### src/rtl/microwave_pkg.sv
// ----------------------------------------------------------------------------
// microwave_pkg
// Shared definitions for the microwave front-panel controller.
//   BCD_MAX         largest keypad digit that is accepted
//   QUICK_SEC_TENS  tens-of-seconds digit loaded by the quick-start sequence
//   state_t         controller state encoding
// Optional feature macro: QUICK_START_EN adds the two quick-load states.
// ----------------------------------------------------------------------------
package microwave_pkg;

    localparam int STATE_W = 3;

    localparam logic [3:0] BCD_MAX        = 4'd9;
    localparam logic [3:0] QUICK_SEC_TENS = 4'd3;

    typedef enum logic [STATE_W-1:0] {
        ST_IDLE   = 3'd0,
        ST_ENTRY  = 3'd1,
        ST_COOK   = 3'd2,
        ST_PAUSED = 3'd3,
`ifdef QUICK_START_EN
        ST_DONE   = 3'd4,
        ST_QLOAD0 = 3'd5,
        ST_QLOAD1 = 3'd6
`else
        ST_DONE   = 3'd4
`endif
    } state_t;

endpackage

### src/rtl/tick_prescaler.sv
// ----------------------------------------------------------------------------
// tick_prescaler
// Divides the system clock down to the once-per-second count pulse.
//   clock  in   system clock
//   reset  in   synchronous, active-high
//   run    in   advance the divider this cycle
//   clear  in   force the divider back to zero (wins over run)
//   tick   out  registered 1-cycle pulse, one cycle after the divider
//               reaches TICK_DIV-1 while running
// Parameter TICK_DIV: clock cycles per tick (>=2).
// ----------------------------------------------------------------------------
module tick_prescaler #(
    parameter int TICK_DIV = 50_000_000
) (
    input  logic clock,
    input  logic reset,
    input  logic run,
    input  logic clear,
    output logic tick
);

    localparam int CW = (TICK_DIV > 1) ? $clog2(TICK_DIV) : 1;
    localparam logic [CW-1:0] LAST = CW'(TICK_DIV - 1);

    logic [CW-1:0] count;

    // When run drops the count simply holds, which is what lets a paused
    // cook resume partway through the current second.
    always_ff @(posedge clock) begin
        if (reset) begin
            count <= '0;
            tick  <= 1'b0;
        end else begin
            tick <= 1'b0;
            if (clear) begin
                count <= '0;
            end else if (run) begin
                if (count == LAST) begin
                    count <= '0;
                    tick  <= 1'b1;
                end else begin
                    count <= count + CW'(1);
                end
            end
        end
    end

endmodule

### src/rtl/microwave_ctrl.sv
// ----------------------------------------------------------------------------
// microwave_ctrl
// Front-panel controller: keypad entry, start/stop/door handling, drives the
// external BCD countdown timer, magnetron enable and done beeper.
//   clock         in   system clock
//   reset         in   synchronous, active-high
//   keypad_valid  in   1-cycle strobe qualifying keypad_digit
//   keypad_digit  in   BCD digit (10..15 ignored)
//   start, stop   in   level inputs
//   door_closed   in   1 = door shut
//   timer_zero    in   countdown timer reads 0:00
//   timer_data    out  digit shifted into the timer
//   timer_loadn   out  active-low 1-cycle load strobe
//   timer_clrn    out  active-low clear
//   timer_en      out  1-cycle count pulse per second of cooking
//   mag_on        out  magnetron enable
//   done_beep     out  beeper
// Optional feature macro: QUICK_START_EN (start from IDLE cooks for 0:30).
// ----------------------------------------------------------------------------
module microwave_ctrl
    import microwave_pkg::*;
#(
    parameter int TICK_DIV    = 50_000_000,
    parameter int MAX_DIGITS  = 3,
    parameter int BEEP_CYCLES = 25_000_000
) (
    input  logic       clock,
    input  logic       reset,
    input  logic       keypad_valid,
    input  logic [3:0] keypad_digit,
    input  logic       start,
    input  logic       stop,
    input  logic       door_closed,
    input  logic       timer_zero,
    output logic [3:0] timer_data,
    output logic       timer_loadn,
    output logic       timer_clrn,
    output logic       timer_en,
    output logic       mag_on,
    output logic       done_beep
);

    localparam int DW = $clog2(MAX_DIGITS + 1);
    localparam int BW = (BEEP_CYCLES > 1) ? $clog2(BEEP_CYCLES) : 1;
    localparam logic [DW-1:0] DIGIT_LIMIT = DW'(MAX_DIGITS);
    localparam logic [BW-1:0] BEEP_LAST   = BW'(BEEP_CYCLES - 1);

    state_t        state;
    logic [DW-1:0] digit_cnt;
    logic [BW-1:0] beep_cnt;
    logic          digit_ok;
    logic          cook_run;
    logic          prescale_clear;

    assign digit_ok = keypad_valid && (keypad_digit <= BCD_MAX) && (digit_cnt < DIGIT_LIMIT);

    // The divider only advances on cycles where cooking genuinely continues,
    // so a cycle that ends the cook (zero, stop, door) never emits a tick.
    assign cook_run = (state == ST_COOK) && !timer_zero && !stop && door_closed;

    // Outside COOK/PAUSED the divider sits at zero, giving every fresh cook
    // a full first second.
    assign prescale_clear = (state != ST_COOK) && (state != ST_PAUSED);

    tick_prescaler #(
        .TICK_DIV (TICK_DIV)
    ) u_prescaler (
        .clock (clock),
        .reset (reset),
        .run   (cook_run),
        .clear (prescale_clear),
        .tick  (timer_en)
    );

    // Main controller. Load and clear strobes default inactive every cycle so
    // each assignment below produces exactly a one-cycle pulse.
    always_ff @(posedge clock) begin
        if (reset) begin
            state       <= ST_IDLE;
            digit_cnt   <= '0;
            beep_cnt    <= '0;
            timer_data  <= 4'd0;
            timer_loadn <= 1'b1;
            timer_clrn  <= 1'b0;
            mag_on      <= 1'b0;
            done_beep   <= 1'b0;
        end else begin
            timer_loadn <= 1'b1;
            timer_clrn  <= 1'b1;
            case (state)
                ST_IDLE, ST_ENTRY: begin
                    if (stop) begin
                        // Stop in IDLE has nothing to cancel but still masks the keypad.
                        if (state == ST_ENTRY) begin
                            timer_clrn <= 1'b0;
                            digit_cnt  <= '0;
                            state      <= ST_IDLE;
                        end
                    end else if (state == ST_ENTRY && start && door_closed) begin
                        state  <= ST_COOK;
                        mag_on <= 1'b1;
`ifdef QUICK_START_EN
                    end else if (state == ST_IDLE && start && door_closed) begin
                        timer_data  <= QUICK_SEC_TENS;
                        timer_loadn <= 1'b0;
                        state       <= ST_QLOAD0;
`endif
                    end else if (digit_ok) begin
                        timer_data  <= keypad_digit;
                        timer_loadn <= 1'b0;
                        digit_cnt   <= digit_cnt + DW'(1);
                        state       <= ST_ENTRY;
                    end
                end
`ifdef QUICK_START_EN
                ST_QLOAD0: begin
                    timer_data  <= 4'd0;
                    timer_loadn <= 1'b0;
                    state       <= ST_QLOAD1;
                end
                ST_QLOAD1: begin
                    // Door/stop seen during the loads are honoured here so the
                    // magnetron never fires with the door open.
                    if (door_closed && !stop) begin
                        state  <= ST_COOK;
                        mag_on <= 1'b1;
                    end else begin
                        state <= ST_PAUSED;
                    end
                end
`endif
                ST_COOK: begin
                    if (timer_zero) begin
                        state     <= ST_DONE;
                        mag_on    <= 1'b0;
                        done_beep <= 1'b1;
                        beep_cnt  <= '0;
                    end else if (stop || !door_closed) begin
                        state  <= ST_PAUSED;
                        mag_on <= 1'b0;
                    end else begin
                        mag_on <= 1'b1;
                    end
                end
                ST_PAUSED: begin
                    if (stop) begin
                        timer_clrn <= 1'b0;
                        digit_cnt  <= '0;
                        state      <= ST_IDLE;
                    end else if (start && door_closed) begin
                        state  <= ST_COOK;
                        mag_on <= 1'b1;
                    end
                end
                ST_DONE: begin
                    if (stop || beep_cnt == BEEP_LAST) begin
                        done_beep  <= 1'b0;
                        timer_clrn <= 1'b0;
                        digit_cnt  <= '0;
                        state      <= ST_IDLE;
                    end else begin
                        beep_cnt <= beep_cnt + BW'(1);
                    end
                end
                default: begin
                    state  <= ST_IDLE;
                    mag_on <= 1'b0;
                end
            endcase
        end
    end

endmodule
### config.mk
export PLATFORM = sky130hd
export DESIGN_NAME = microwave_ctrl
export DESIGN_NICKNAME = d
export VERILOG_FILES = /design/src/rtl/microwave_pkg.sv /design/src/rtl/tick_prescaler.sv /design/src/rtl/microwave_ctrl.sv
export SDC_FILE = /design/constraint.sdc
export NUM_CORES = 1
export LEC_CHECK = 0
export ABC_CLOCK_PERIOD_IN_PS = 3100
export CAP_MARGIN = 30
export CELL_PAD_IN_SITES_DETAIL_PLACEMENT = 0
export CELL_PAD_IN_SITES_GLOBAL_PLACEMENT = 2
export CORE_AREA = 2 2 93 112
export CTS_CLUSTER_SIZE = 20
export DETAILED_ROUTE_END_ITERATION = 12
export DIE_AREA = 0 0 95 114
export HOLD_SLACK_MARGIN = 0.12
export PLACE_DENSITY = 0.77
export SYNTH_ARGS = -nofsm -noshare
export SYNTH_HDL_FRONTEND = slang
export SYNTH_SLANG_ARGS = --single-unit
export TNS_END_PERCENT = 50
### constraint.sdc
create_clock -name clock -period 3.1 [get_ports clock]
set_input_delay 0.93 -clock clock [delete_from_list [all_inputs] [get_ports clock]]
set_output_delay 0.93 -clock clock [all_outputs]
set_load 0.01 [all_outputs]
==> results by group, run 1 <==
Yosys
  – Ys Warns: 0
  – Fraction of registers with async set or reset after synthesis: 0
  – Primary FF master, synth: dfxtp_1
  – Yosys reg bits: 65
  – Syn Nets: 434
  – Gate Count Post-Synth: 420
  – Mapped Area: between 3000 and 4000 µm²
  – Distinct cells, synth: 49
  – Syn_area_per_cell: 8.16 µm²
  – Register area share after synthesis: 0.380
  – EDFF count, synth: 0

Critical path
  – Critical path data arrival time: about 3000 ps
  – CP max FO: 4
  – Kind of critical path: in -> reg
  – Data required time of the worst path: 3350 ps
  – Reg2reg path depth: 7
  – CP Launch Type: primary input
  – CP Capture Type: flop

Timing
  – Slew margin rel.: 0.589
  – Fmax: 0.361 GHz
  – Max Transition Viols Final: 0
  – Worst-margin pin slew: 612 ps
  – RSZ-0062 raised after global routing: false
  – Final setup vio count: 0
  – Crit share post-route: 0.894
  – Tmin final: 2770 ps
  – Clock Skews: 4.89 ps
  – Setup tns final: 0 ps
  – Endpoints failing hold: 0

Global routing
  – Number of global-route vias before repair: 2988
  – First-pass GRT wire length: approximately 15 mm
  – Gr ovfl total: 0
  – Gr usage total: 0.171
  – Initial antenna violation count: 0
  – Largest net degree at the start of global routing: 27

Clocking
  – Clock sink total: between 60 and 70
  – Hold buffers post-CTS: 0
  – Reg clk slew, reported paths: 50 ps
  – Root Buffer: clkbuf_16
  – Max clock buf depth: 2
  – Clk_lat worst skew: 320 ps
  – H-tree levels: 3
  – CTS tree: yes
  – Number of clock buffers inserted by TritonCTS: 9
  – Setup bufs post-CTS: 0
  – Post-CTS Resized: 0

Finish
  – ANT cells: 0
  – Area added between synthesis and finish: 19.5%
  – Ratio of cells with drive above 1 in the final layout: 0.0830
  – Nets: 458
  – Non-Filler Instances: 572
  – Commonest cells after routing, fill and taps aside: 65 x dfxtp_1, 49 x nor2_1, 38 x nand2_1
  – Most common cell after layout, fill and taps aside: dfxtp_1

Floorplanning
  – Top-level I/O count: 20
  – Die Span Y: 114 µm
  – Initial core utilization: 0.348
  – Site Rows: 40
  – CORE AREA: 9860 µm²
  – Die area: 10800 µm²
  – Die W: 95 µm

Placement
  – GPL Wtd Cong: between 0.7 and 0.8
  – IO Port Bufs: 19
  – Placed Cells: 559
  – Post-DP HPWL: 6.04 mm

Power and ir drop
  – P_leak: 0.00134 µW
  – Flop pwr share: 0.465
  – Internal: 1440 µW
  – Clock power share: 0.482
  – VDD IR max: 0.000236 V
  – P per Cell Area: 448 nW/µm²
  – P_sw: 395 µW
  – Logic pwr share: 0.053
  – Switch share: 0.215

Route
  – DR DRC count: 0
  – Router iterations before antenna repair: 5
  – Post-route ant nets: 0
  – Final WL: 8.54 mm
  – Via count: 3062
  – Routed WL per cell: between 10 and 15 µm
  – Iter 0 DRT Violations: approximately 120
  – Via density: 5.35

Min path
  – Hold Path Depth: 2
  – Worst hold path type: reg -> reg

Flow run
  – Maximum Capacitance Violations: 0

Status
  – Status: finished, final reports clean
==> cell usage after synthesis (all sizes together) (2+ instances only) <==
cell,count,area share
nor2b,3,0.0055
o21ai,9,0.013
nand4b,4,0.010
nand2b,8,0.015
or3b,2,0.0051
and4,8,0.020
and3,12,0.022
dfxtp,65,0.38
nor3b,4,0.010
and2,5,0.0091
or4,13,0.028
a311oi,2,0.0051
a31oi,10,0.018
ha,3,0.011
nor4,9,0.016
o211ai,3,0.0066
xor2,3,0.0077
and3b,2,0.0051
mux2i,7,0.020
clkbuf,18,0.020
buf,4,0.0058
o31ai,5,0.011
or3,10,0.018
nor4b,5,0.013
a211o,2,0.0051
nand4,13,0.028
xnor2,19,0.049
inv,9,0.0099
nand3,22,0.034
o311ai,5,0.013
nor3,11,0.016
nand3b,5,0.011
nor2,50,0.057
mux2,2,0.0066
a21oi,21,0.031
nand2,38,0.042
==> sequential cells by signal, summed over array words and instances, names as in the netlist <==
name               flops
done_beep              1
timer_loadn            1
u_prescaler.count     26
u_prescaler.tick       1
timer_data             4
mag_on                 1
state                  3
timer_clrn             1
digit_cnt              2
beep_cnt              25
==> power groups by stage <==
stage	clock network (µW)	logic, µW	registers [µW]
CTS	917	98.4	853
floorplan	0	57.9	867
global placement	0	97.3	871
detailed placement	0	98.1	871
finish	884	97.4	854
global route	952	107	854
==> cell families after synthesis <==
family | Yosys count | share of synthesized area
DFF | 65 | 0.380
adders and majority gates | 3 | 0.0110
and+or+nand+nor | 227 | 0.374
xor gates and xnor gates | 22 | 0.0562
AOI/OAI and AO/OA | 63 | 0.117
muxes | 9 | 0.0270
buffers and inverters | 31 | 0.0354
==> worst max-delay path, cell delays in order <==
cell	delay (ps)
clkdlybuf4s50_1	420
and4bb_2	390
nand4_4	110
or4_1	550
or4_1	480
a21oi_1	140
==> per-layer routing <==
metal / vias up / GRT usage / part of all wire
met5: - / 0 / 0
met3: 11 / 0.0363 / 0.021
met4: 0 / 0.0560 / 0.016
met2: 31 / 0.283 / 0.48
met1: 1425 / 0.220 / 0.49
li1: 1595 / - / -
==> area by class of cell <==
type | instances | area [µm²]
Sequential cell | 65 | 1300
Tap cell | 126 | 158
Fill cell | 994 | 5760
Timing Repair Buffer | 35 | 348
Inverter | 9 | 33.8
Clock inverter | 1 | 5.00
Clock buffer | 12 | 246
Multi-Input combinational cell | 324 | 2010
==> final timing paths <==
check                                  from                            endpoint  slack, ps
setup reg to reg   beep_cnt[0]$_SDFFE_PP0P_           beep_cnt[19]$_SDFFE_PP0P_        730
hold reg to reg   digit_cnt[1]$_SDFFE_PP0P_           digit_cnt[1]$_SDFFE_PP0P_        480
hold / removal    digit_cnt[1]$_SDFFE_PP0P_           digit_cnt[1]$_SDFFE_PP0P_        480
setup / recovery                       stop  u_prescaler.count[25]$_SDFFE_PP0N_        330
==> stage by stage <==
step / hold WS [ps] / total power (µW) / setup slack, ps / utilization / area (µm²)
final: 483 / 1840 / 329 / 0.416 / 4100
after global routing: 505 / 1910 / 235 / 0.416 / 4100
after CTS: 483 / 1870 / 346 / 0.416 / 4100
after detailed placement: 475 / 969 / 26.4 / 0.390 / 3850
after global placement: 467 / 968 / 34.4 / 0.390 / 3850
after floorplan: 444 / 925 / 439 / - / 3430
(Power assumes the default switching activity.)
==> run 2, diff against run 1 <==
ABC_CLOCK_PERIOD_IN_PS = 2670   (was 3100)
clock period = 2.67 ns   (was 3.1 ns; I/O delays follow)
==> run 2 against run 1 <==
Non-clock buffer count increased by 12; sequential power increased by 16%; hold slack got worse by 5.0 ps; clock skew increased by 1.8 ps; via count increased by 4.8%; largest power group unchanged.
==> results by group, run 2 (same netlist as run 1, synthesis figures left out) <==
Finish
  – Ratio of cells with drive above 1 in the final layout: 0.115
  – Biggest register: u_prescaler.count
  – Area added between synthesis and finish: 23.5%
  – Largest registers: u_prescaler.count (26), beep_cnt (25), timer_data (4)
  – Most common cell after layout, fill and taps aside: dfxtp_1
  – Non-Filler Instances: 587
  – Commonest cells after routing, fill and taps aside: 65 x dfxtp_1, 49 x nor2_1, 38 x nand2_1
  – ANT cells: 0
  – Fillers: 1012
  – Number of flip-flops in the largest register: 26
  – Nets: 470
  – Multi-input logic area: 2010 µm²
  – Reg area: ~1300 µm²

Route
  – Post-route ant nets: 0
  – Iter 0 DRT Violations: between 100 and 150
  – Via count: 3210
  – Via density: 5.47
  – Router iterations before antenna repair: 4
  – Routed WL per cell: 15.2 µm
  – DR DRC count: 0
  – Final WL: approximately 8.9 mm

Global routing
  – Largest net degree at the start of global routing: 46
  – First-pass GRT wire length: 15.1 mm
  – Gr usage total: 0.179
  – Initial antenna violation count: 0
  – Number of global-route vias before repair: about 3000
  – Gr ovfl total: 0

Power and ir drop
  – P_leak: 0.00142 µW
  – Total power: between 2000 and 2500 µW
  – Clock power share: 0.513
  – Internal: about 1800 µW
  – Switch share: 0.227
  – P per Cell Area: 538 nW/µm²
  – P_sw: 517 µW
  – Logic pwr share: 0.052
  – Flop pwr share: 0.434
  – VDD IR max: ~0.0003 V

Floorplanning
  – Initial core utilization: 0.348
  – Die area: between 10000 and 15000 µm²
  – Die W: 95 µm
  – Top-level I/O count: 20
  – Die Span Y: 114 µm
  – CORE AREA: 9860 µm²
  – Site Rows: 40

Critical path
  – Kind of critical path: in -> reg
  – CP max FO: 4
  – Critical path data arrival time: 2890 ps
  – CP Capture Type: flop
  – CP Launch Type: primary input
  – Data required time of the worst path: 2930 ps

Clocking
  – Hold buffers post-CTS: 0
  – Clk_lat worst skew: 340 ps
  – CTS tree: yes
  – H-tree levels: 3
  – Post-CTS Resized: 0
  – Root Buffer: clkbuf_16
  – Number of clock buffers inserted by TritonCTS: 9
  – Setup bufs post-CTS: 0
  – Clock sink total: 65
  – Reg clk slew, reported paths: 60 ps
  – Max clock buf depth: 2

Placement
  – Placed Cells: between 500 and 600
  – IO Port Bufs: 19
  – Post-DP HPWL: 6.21 mm
  – GPL Wtd Cong: 0.763

Timing
  – Fmax: between 0.3 and 0.4 GHz
  – Endpoints failing hold: 0
  – Slew margin rel.: 0.569
  – Tmin final: around 2600 ps
  – Max Transition Viols Final: 0
  – Clock Skews: approximately 6.7 ps
  – Final setup vio count: 0
  – RSZ-0062 raised after global routing: false
  – Crit share post-route: 0.984
  – Worst-margin pin slew: 641 ps

Min path
  – Worst hold path type: reg -> reg

Flow run
  – Maximum Capacitance Violations: 0

Status
  – Status: finished, final reports clean
-- run 2: worst paths after layout --
check | start | endpoint | slack [ps] | depth (start not counted)
max | timer_zero | u_prescaler.count[25]$_SDFFE_PP0N_ | 40 | 6
max reg2reg | beep_cnt[0]$_SDFFE_PP0P_ | beep_cnt[19]$_SDFFE_PP0P_ | 290 | 8
min reg2reg | beep_cnt[22]$_SDFFE_PP0P_ | beep_cnt[22]$_SDFFE_PP0P_ | 480 | 2
min | beep_cnt[22]$_SDFFE_PP0P_ | beep_cnt[22]$_SDFFE_PP0P_ | 480 | 2
-- run 2: power groups by stage --
stage | clock [µW] | sequential (µW) | combinational (µW)
2_1_floorplan | 0 | 1010 | 67.3
3_3_place_gp | 0 | 1010 | 119
3_5_place_dp | 0 | 1010 | 120
4_1_cts | 1200 | 989 | 120
5_1_grt | 1240 | 990 | 132
6_report | 1170 | 989 | 119
-- run 2: area by class of cell --
type | count | share of cell area
clock buffers | 11 | 0.0550
clock inverters | 5 | 0.0133
inverters | 9 | 0.00798
multi-input cells | 324 | 0.476
flip-flops and latches | 65 | 0.307
well taps | 126 | 0.0372
repair buffers | 47 | 0.103
-- run 2: worst max-delay path: stages --
cell,delay [ps]
clkdlybuf4s50_1,410
and4bb_4,390
nand4_4,110
or4_4,530
or4_1,490
a21oi_1,150
-- run 2: through the flow --
step	TNS (ps)	worst slack, ps	instance area (µm²)	hold slack [ps]	utilization
after floorplan	0	138	3430	444	-
after global placement	-4210	-272	3940	460	0.399
after detailed placement	-5040	-308	3940	472	0.399
after CTS	0	19.6	4230	477	0.429
after global routing	0	15.3	4230	504	0.429
final	0	42.2	4230	478	0.429
-- run 2: routing by layer --
metal | global-route usage | up-vias | part of all wire
met5 | 0 | - | 0
met1 | 0.227 | 1518 | 0.47
li1 | - | 1624 | -
met2 | 0.290 | 46 | 0.47
met4 | 0.0841 | 0 | 0.027
met3 | 0.0376 | 22 | 0.030
==> run 3, diff against run 2 <==
ABC_AREA = 1   (was not set)
CORE_AREA = 2 2 105 127   (was 2 2 93 112)
DIE_AREA = 0 0 107 129   (was 0 0 95 114)
==> run 3 against run 2 <==
Clock-buffer cell count did not move; sequential share of layout area down 2.6 points; synthesized area increased by 15%; critical endpoint unchanged; clock skew decreased by 2.0 ps; combinational power is essentially flat; total power fell by 2.8%.
==> results by group, run 3 <==
Floorplanning
  – Top-level I/O count: 20
  – Die Span Y: 129 µm
  – CORE AREA: 12600 µm²
  – Initial core utilization: 0.314
  – Die area: 13800 µm²
  – Site Rows: 45
  – Die W: 107 µm

Placement
  – Post-DP HPWL: 8.43 mm
  – IO Port Bufs: 19
  – GPL Wtd Cong: 0.878

Clocking
  – CTS tree: yes
  – Post-CTS Resized: 0
  – Clk_lat worst skew: about 330 ps
  – Setup bufs post-CTS: 0
  – Reg clk slew, reported paths: 60 ps
  – Clock sink total: 65
  – Max clock buf depth: 2
  – H-tree levels: 3
  – Root Buffer: clkbuf_16
  – Hold buffers post-CTS: 0
  – Number of clock buffers inserted by TritonCTS: 9

Route
  – Final WL: 11.1 mm
  – Router iterations before antenna repair: 4
  – Via count: 3928
  – Routed WL per cell: roughly 13 µm
  – Via density: ~4.6
  – Iter 0 DRT Violations: 181
  – DR DRC count: 0
  – Post-route ant nets: 0

Critical path
  – CP max FO: 12
  – Critical path data arrival time: 2400 ps
  – Kind of critical path: in -> reg
  – CP max stage cell: clkdlybuf4s50_1
  – Worst path cell trace: clkdlybuf4s50_1 > inv_2 > nand2_1 > nor2_2 > nand2_4 > nor3_2 > nand3_1 > nand2_1 > nand2_1 > nor2_1
  – Most common cell on crit path: nand2_1
  – CP Launch Type: primary input
  – CP Capture Type: flop
  – Critical Path Max Stage Delay: around 490 ps
  – Data required time of the worst path: between 2000 and 3000 ps

Power and ir drop
  – P per Cell Area: 478 nW/µm²
  – P_leak: 0.00176 µW
  – VDD IR max: between 0.0002 and 0.00025 V

Global routing
  – Initial antenna violation count: 0
  – Gr usage total: 0.168
  – Gr ovfl total: 0
  – First-pass GRT wire length: 18.2 mm
  – Largest net degree at the start of global routing: 16
  – Number of global-route vias before repair: 3711

Timing
  – Endpoints failing hold: 0
  – Worst-margin pin slew: 388 ps
  – RSZ-0062 raised after global routing: false
  – Final setup vio count: 0
  – Crit share post-route: 0.800
  – Clock Skews: 4.72 ps
  – Setup tns final: 0 ps
  – Fmax: 0.468 GHz
  – Max Transition Viols Final: 0
  – Slew margin rel.: 0.740
  – Tmin final: 2140 ps

Yosys
  – Primary FF master, synth: dfxtp_1
  – Yosys reg bits: 65
  – Gate Count Post-Synth: 655
  – Area leader, netlist: dfxtp_1
  – Ys Warns: 0
  – Leading cell types by count after synthesis: 180 x nand2_1, 136 x nor2_1, 73 x inv_1
  – EDFF count, synth: 0
  – Syn_area_per_cell: between 6 and 7 µm²
  – Distinct cells, synth: 35
  – Top cells by area, synth: dfxtp_1 33%, nand2_1 17%, nor2_1 13%, nand3_1 7.5%, inv_1 7.0%
  – Most common cell in the netlist: nand2_1
  – Mapped Area: 3940 µm²
  – Fraction of registers with async set or reset after synthesis: 0
  – Top cell type's share of synthesized area: 0.330
  – Syn Nets: 669
  – Register area share after synthesis: 0.330

Flow run
  – Maximum Capacitance Violations: 0

Finish
  – Commonest cells after routing, fill and taps aside: 180 x nand2_1, 136 x nor2_1, 73 x inv_1
  – Number of flip-flops in the largest register: 26
  – Fillers: between 1000 and 1500
  – Most common cell after layout, fill and taps aside: nand2_1
  – Ratio of cells with drive above 1 in the final layout: 0.0698
  – Area added between synthesis and finish: 17.5%
  – Nets: 699
  – Largest registers: u_prescaler.count (26), beep_cnt (25), timer_data (4)
  – Fin util: 0.369
  – Biggest register: u_prescaler.count
  – ANT cells: 0

Min path
  – Worst hold path type: reg -> reg

Status
  – Status: finished, final reports clean
==> run 3: cell types whose count changed after synthesis, sizes merged, moves of 11 or more <==
cell,previous run,this run
or4,13,0
inv,9,76
nand2,38,185
and3,12,1
xnor2,19,4
nand3,22,60
clkbuf,18,7
nor2,50,142
==> run 3: area by class of cell <==
class / count / area [µm²] / share of cell area
clock inverter: 3 / 17.5 / 0.00378
timing repair buffer: 33 / 295 / 0.0637
multi-input combinational: 499 / 2270 / 0.490
tap: 164 / 205 / 0.0443
inverter: 77 / 289 / 0.0624
clock buffer: 11 / 253 / 0.0546
sequential: 65 / 1300 / 0.281
==> run 3: through the flow <==
stage,hold slack [ps],setup slack (ps),instance area [µm²],std cells,power (µW)
global route,514,367,4630,852,2300
floorplan,459,753,3940,655,1080
global placement,473,220,4360,838,1130
finish,484,534,4630,852,2210
detailed placement,477,205,4360,838,1130
CTS,485,536,4630,852,2240
==> run 3: routing by layer <==
layer	global-route usage	vias up	wire [µm]
met5	0	-	0
met4	0.0642	0	174
met3	0.0274	11	225
met2	0.302	48	5620
met1	0.200	1741	5040
li1	-	2128	-
==> run 3: critical path, delay by kind of cell <==
family,cells,cell delay (ps)
simple gates,8,1010
buf+inv,2,580
==> run 3: path summary, 6_finish.rpt <==
kind	from	to	slack [ps]	cells after the start
setup reg to reg	beep_cnt[0]$_SDFFE_PP0P_	beep_cnt[4]$_SDFFE_PP0P_	670	11
hold reg to reg	u_prescaler.count[1]$_SDFFE_PP0N_	u_prescaler.count[1]$_SDFFE_PP0N_	480	2
hold / removal	u_prescaler.count[1]$_SDFFE_PP0N_	u_prescaler.count[1]$_SDFFE_PP0N_	480	2
setup / recovery	stop	u_prescaler.count[25]$_SDFFE_PP0N_	530	10
==> run 3: kinds of logic (layout without fill, tap and decap cells) <==
kind of cell | after synthesis | in the layout | share of synthesized area
fa+ha+maj | 3 | 3 | 0.00952
xor+xnor | 14 | 14 | 0.0311
buf+inv | 91 | 124 | 0.0936
flops | 65 | 65 | 0.330
compound gates | 51 | 51 | 0.0683
simple gates | 431 | 431 | 0.467
==> run 3: power breakdown <==
part,total [µW],switching (µW),internal (µW)
Clock,1100,435,665
Sequential,993,9.72,984
Combinational,119,66.5,52.9
Total,2210,512,1700
